<file path="src/rtl/theta_slice_engine.sv">
// theta_slice_engine: slice-serial Keccak theta step.
// Takes one 25-bit slice per handshake (z = 0..LANE_W-1). Each result is
// emitted one cycle after its input. Slice 0 is held back until the column
// parity of slice LANE_W-1 is known, so the output order is 1..LANE_W-1, 0.
// Build option: define THETA_PARITY_OUT_EN to expose the registered D vector on out_d.
module theta_slice_engine #(
    parameter int LANE_W = 64,
    parameter int ZW     = $clog2(LANE_W)
) (
    input  logic          clk,
    input  logic          rst,
    input  logic          in_valid,
    output logic          in_ready,
    input  logic [24:0]   in_slice,
    output logic          out_valid,
    input  logic          out_ready,
    output logic [24:0]   out_slice,
    output logic [ZW-1:0] out_z,
    output logic          frame_done
`ifdef THETA_PARITY_OUT_EN
    ,
    output logic [4:0]    out_d
`endif
);

    typedef enum logic [1:0] {
        S_FIRST  = 2'd0,
        S_STREAM = 2'd1,
        S_LAST   = 2'd2,
        S_DRAIN  = 2'd3
    } state_t;

    localparam logic [ZW-1:0] Z_LAST = ZW'(LANE_W - 1);

    // Column parity C[x] = XOR of the five bits of column x in one slice.
    function automatic logic [4:0] col_parity(input logic [24:0] s);
        logic [4:0] c;
        for (int x = 0; x < 5; x++) begin
            c[x] = s[x] ^ s[5+x] ^ s[10+x] ^ s[15+x] ^ s[20+x];
        end
        return c;
    endfunction

    // D[x] = C_cur[x-1] ^ C_prev[x+1]; C_prev belongs to slice z-1.
    function automatic logic [4:0] theta_d(input logic [4:0] c_cur, input logic [4:0] c_prev);
        logic [4:0] d;
        for (int x = 0; x < 5; x++) begin
            d[x] = c_cur[(x + 4) % 5] ^ c_prev[(x + 1) % 5];
        end
        return d;
    endfunction

    // Replicate the 5-bit D vector across all five rows of a slice.
    function automatic logic [24:0] expand_d(input logic [4:0] d);
        logic [24:0] e;
        for (int y = 0; y < 5; y++) begin
            for (int x = 0; x < 5; x++) begin
                e[5*y + x] = d[x];
            end
        end
        return e;
    endfunction

    state_t        state_q, state_d;
    logic [ZW-1:0] z_q, z_d;
    logic [24:0]   hold0_q, hold0_d;
    logic [4:0]    c0_q, c0_d;
    logic [4:0]    cprev_q, cprev_d;
    logic          out_valid_q, out_valid_d;
    logic [24:0]   out_slice_q, out_slice_d;
    logic [ZW-1:0] out_z_q, out_z_d;
`ifdef THETA_PARITY_OUT_EN
    logic [4:0]    out_d_q, out_d_d;
`endif

    logic          slot_free;
    logic          in_ready_c;
    logic          frame_done_c;
    logic [4:0]    c_in;
    logic [4:0]    d_in;
    logic [4:0]    d_last;

    assign slot_free = !out_valid_q || out_ready;
    assign c_in      = col_parity(in_slice);
    assign d_in      = theta_d(c_in, cprev_q);
    assign d_last    = theta_d(c0_q, cprev_q);

    // Next-state, datapath loads and handshake outputs.
    always_comb begin
        state_d      = state_q;
        z_d          = z_q;
        hold0_d      = hold0_q;
        c0_d         = c0_q;
        cprev_d      = cprev_q;
        out_valid_d  = out_valid_q && !out_ready;
        out_slice_d  = out_slice_q;
        out_z_d      = out_z_q;
`ifdef THETA_PARITY_OUT_EN
        out_d_d      = out_d_q;
`endif
        in_ready_c   = 1'b0;
        frame_done_c = 1'b0;

        case (state_q)
            S_FIRST: begin
                in_ready_c = 1'b1;
                if (in_valid) begin
                    hold0_d = in_slice;
                    c0_d    = c_in;
                    cprev_d = c_in;
                    z_d     = ZW'(1);
                    state_d = S_STREAM;
                end
            end
            S_STREAM: begin
                in_ready_c = slot_free;
                if (in_valid && slot_free) begin
                    out_slice_d = in_slice ^ expand_d(d_in);
                    out_z_d     = z_q;
                    out_valid_d = 1'b1;
                    cprev_d     = c_in;
`ifdef THETA_PARITY_OUT_EN
                    out_d_d     = d_in;
`endif
                    if (z_q == Z_LAST) begin
                        state_d = S_LAST;
                    end else begin
                        z_d = z_q + ZW'(1);
                    end
                end
            end
            S_LAST: begin
                if (slot_free) begin
                    out_slice_d = hold0_q ^ expand_d(d_last);
                    out_z_d     = '0;
                    out_valid_d = 1'b1;
`ifdef THETA_PARITY_OUT_EN
                    out_d_d     = d_last;
`endif
                    state_d     = S_DRAIN;
                end
            end
            S_DRAIN: begin
                if (out_valid_q && out_ready) begin
                    frame_done_c = 1'b1;
                    z_d          = '0;
                    state_d      = S_FIRST;
                end
            end
            default: state_d = S_FIRST;
        endcase
    end

    // State, counter, holding and output-slot registers.
    always_ff @(posedge clk or posedge rst) begin
        if (rst) begin
            state_q     <= S_FIRST;
            z_q         <= '0;
            hold0_q     <= '0;
            c0_q        <= '0;
            cprev_q     <= '0;
            out_valid_q <= 1'b0;
            out_slice_q <= '0;
            out_z_q     <= '0;
`ifdef THETA_PARITY_OUT_EN
            out_d_q     <= '0;
`endif
        end else begin
            state_q     <= state_d;
            z_q         <= z_d;
            hold0_q     <= hold0_d;
            c0_q        <= c0_d;
            cprev_q     <= cprev_d;
            out_valid_q <= out_valid_d;
            out_slice_q <= out_slice_d;
            out_z_q     <= out_z_d;
`ifdef THETA_PARITY_OUT_EN
            out_d_q     <= out_d_d;
`endif
        end
    end

    // No input is accepted while reset is held.
    assign in_ready   = in_ready_c && !rst;
    assign out_valid  = out_valid_q;
    assign out_slice  = out_slice_q;
    assign out_z      = out_z_q;
    assign frame_done = frame_done_c;
`ifdef THETA_PARITY_OUT_EN
    assign out_d      = out_d_q;
`endif

endmodule
</file>
<file path="config.mk">
export PLATFORM = sky130hd
export DESIGN_NAME = theta_slice_engine
export DESIGN_NICKNAME = d
export VERILOG_FILES = /design/src/rtl/theta_slice_engine.sv
export SDC_FILE = /design/constraint.sdc
export NUM_CORES = 1
export LEC_CHECK = 0
export BUFFER_PORTS_ARGS = -buffer_cell sky130_fd_sc_hd__buf_4
export CORE_ASPECT_RATIO = 2
export CORE_MARGIN = 8
export CORE_UTILIZATION = 40
export CTS_CLUSTER_DIAMETER = 40
export CTS_CLUSTER_SIZE = 16
export DETAILED_ROUTE_END_ITERATION = 8
export PLACE_DENSITY = 0.58
export SYNTH_ARGS = -nofsm -noshare
export SYNTH_HDL_FRONTEND = slang
export SYNTH_SLANG_ARGS = --single-unit
</file>
<file path="constraint.sdc">
create_clock -name clk -period 3.4 [get_ports clk]
set_clock_uncertainty 0.1 [all_clocks]
set_input_delay 0.51 -clock clk [delete_from_list [all_inputs] [get_ports clk]]
set_output_delay 0.51 -clock clk [all_outputs]
set_load 0.005 [all_outputs]
</file>
==> flow_summary.json <==
{
  "dieArea_mm2": 0.0177,
  "fin_tns_setup_ns": 0,
  "yosysSeqAreaShare_pct": 34.6,
  "required_ns": 3.51,
  "viasPerCell": 5.83,
  "firstDrtPassIters": 4,
  "grt_antenna_before_repair": 0,
  "internal-power_uw": 3350,
  "final_nets": 663,
  "synth_warnings": 0,
  "drv_cap": 0,
  "layout.cells.non_filler": 789,
  "fin_crit_ns": 2.49,
  "cts.sinks": 75,
  "die_x_um": 98.3,
  "grt_pass1_vias": 4844,
  "dp_cells": 773,
  "drv_slew": 0,
  "syn_to_final_growth_pct": 15.2,
  "grt_pass1_wl_um": 24200,
  "worst_setup_path_start_kind": "register",
  "pwr-share-comb_pct": 53.6,
  "p_clk_share_pct": 17.2,
  "swShare_pct": 41.2,
  "htree_levels": 3,
  "antenna_cells": 0,
  "drt_iter0_markers": 172,
  "r2r.worst_path.cells": 9,
  "cts_buffers": 9,
  "drc_errors": 0,
  "postSynthAreaPerCell_um2": 9.11,
  "cts_tree": "yes",
  "coreArea_mm2": 0.0134,
  "ys_ff_latch": 75,
  "clkTransAtPathRegs_ns": 0.06,
  "leakage_uw": 0.00259,
  "ys_async_sr_fraction_pct": 100,
  "seqPwrFrac_pct": 29.2,
  "end_kind": "register",
  "clk_path_buf_depth": 2,
  "netSwitchingPower_uw": 2350,
  "timing.reg2reg.setup_slack_ns": 0.91,
  "r2r-end": "out_slice[17]",
  "start_util_pct": 40.5,
  "syn_inst": 595,
  "rows": 60,
  "path_class": "reg2reg",
  "setup_violations": 0,
  "ys.flop_type": "dfrtp_1",
  "vdd_drop_max_mv": 0.581,
  "post-dp-hpwl_um": 10800,
  "hp-class": "in2async",
  "worst_pin_slew_ns": 0.749,
  "routed_wl_um": 14500,
  "path_max_fanout": 31,
  "synth_area_mm2": 0.00542,
  "power-per-cell-area_mw_per_mm2": 914,
  "fin_crit_sh_pct": 73.2,
  "grtUsageTotal_pct": 16.8,
  "hold_buffers": 0,
  "grt_max_degree": 48,
  "cts_resized": 0,
  "status": "finished clean",
  "relSlewSlack_pct": 50.0,
  "wl_per_cell_um": 18.4,
  "cts_root_buffer": "clkbuf_16",
  "vias": 4598,
  "timing.rr.start": "state_q[0]",
  "io_pins": 63,
  "ant_nets": 0,
  "die_h_um": 181,
  "clock.fmax_ghz": 0.402,
  "arrival_ns": 2.60,
  "finalHoldViolations": 0,
  "place.gp.congestion": 0.842,
  "total_power_uw": 5700,
  "synth_edf_count": 0,
  "grt_setup_unrepaired": "no",
  "layout-drive-gt1-share_pct": 21.0,
  "syn_nets": 629,
  "port_buffers": 62,
  "synthDistinctLibCells": 57,
  "post-cts-setup-buffer-count": 0,
  "clock_latency_ns": 0.33,
  "grt_overflow": 0
}
==> final cells by class <==
| class | count | area, um2 |
|---|---|---|
| fill | 1325 | 7120 |
| sequential | 75 | 1880 |
| tap | 155 | 194 |
| timing repair buffer | 75 | 576 |
| multi-input combinational | 455 | 3240 |
| inverter | 13 | 48.8 |
| clock inverter | 4 | 48.8 |
| clock buffer | 12 | 256 |
==> flip-flops by register name, summed over array words and instances (netlist names) <==
name       cells
cprev_q        5
out_slice     25
out_z          6
state_q        2
out_valid      1
c0_q           5
hold0_q       25
z_q            6
==> worst max-delay path: stages (launching register included) <==
cell	delay [ns]
dfrtp_1	0.40
inv_1	0.12
ha_1	0.19
buf_4	0.27
mux2_2	0.21
and2_1	0.14
buf_4	0.33
o21ai_0	0.15
a221oi_1	0.36
o2bb2ai_1	0.09
==> cell usage in the layout, fill, tap and decap left out, drive strengths merged, types with 5 or more instances in the layout <==
master,n
a21o,5
a21oi,28
a221o,10
a221oi,10
a31oi,5
and2,13
buf,75
clkbuf,12
dfrtp,75
ha,5
inv,13
mux2,24
mux2i,6
nand2,41
nand2b,6
nand3,24
nor2,37
nor3,12
nor4b,6
o21ai,73
o221ai,5
o22a,11
o22ai,8
o2bb2ai,5
or3,21
xnor2,52
xnor3,5
xor2,14
==> cells by family (layout without fill, tap and decap cells) <==
| group | after synthesis | after routing | synth area share, % |
|---|---|---|---|
| AO/OA/AOI/OAI | 176 | 176 | 20.9 |
| XOR/XNOR | 71 | 71 | 14.6 |
| adder cells (fa/ha/maj) | 5 | 5 | 1.15 |
| buffers and inverters | 65 | 104 | 5.57 |
| flip-flops | 75 | 75 | 34.6 |
| multiplexers | 30 | 30 | 6.10 |
| AND/OR/NAND/NOR | 173 | 173 | 17.1 |
==> power groups by stage <==
stage	Sequential (uW)	Clock [uW]	Combinational, uW
floorplan	1560	0	2280
CTS	1670	1010	3100
global placement	1670	0	3020
global route	1740	1040	3390
detailed placement	1690	0	3090
finish	1670	982	3050
==> worst max path at each step <==
stage | start | to | slack [ns] | cells after the start
2_1_floorplan | rst | c0_q[0] | 0.88 | 1
3_3_place_gp | state_q[0] | out_slice[17] | 0.96 | 9
3_5_place_dp | state_q[1] | out_slice[23] | 0.91 | 7
4_1_cts | state_q[1] | out_slice[23] | 0.90 | 7
5_1_grt | state_q[0] | out_slice[0] | 0.75 | 9
6_report | state_q[0] | out_slice[17] | 0.91 | 9
==> per-layer routing <==
layer / share of wire, % / GRT usage (%)
met3: 3.5 / 3.25
met4: 2.9 / 7.80
met2: 57 / 32.5
met1: 37 / 16.2
met5: 0 / 0
==> stage by stage <==
step,setup slack (ns),hold WS (ns),instance area (um2),utilization [%]
after floorplan,0.880,0.363,5420,-
after global placement,0.962,0.377,5930,44.4
after detailed placement,0.910,0.362,5930,44.4
after CTS,0.904,0.217,6240,46.7
after global routing,0.750,0.261,6240,46.7
final,0.912,0.192,6240,46.7
==> cell usage after synthesis (5+ instances only) <==
master	instances	area (um2)
o22a_1	11	96.3
ha_1	5	62.6
inv_1	13	48.8
and2_1	11	68.8
or3_1	20	125
dfrtp_1	75	1880
mux2i_1	6	60.1
a21oi_1	28	140
nor2_1	36	135
nand2_1	41	154
nand3_1	24	120
clkbuf_1	22	82.6
a21o_1	5	37.5
o2bb2ai_1	5	43.8
mux2_2	24	270
xor2_1	13	114
buf_2	16	80.1
xnor2_1	46	403
buf_4	6	45.0
nand2b_1	6	37.5
o21ai_0	70	350
nor3_1	12	60.1
o221ai_1	5	43.8
a221o_1	10	100
o22ai_1	8	50.1
a31oi_1	5	31.3
a221oi_1	10	87.6
(Power assumes the default switching activity.)
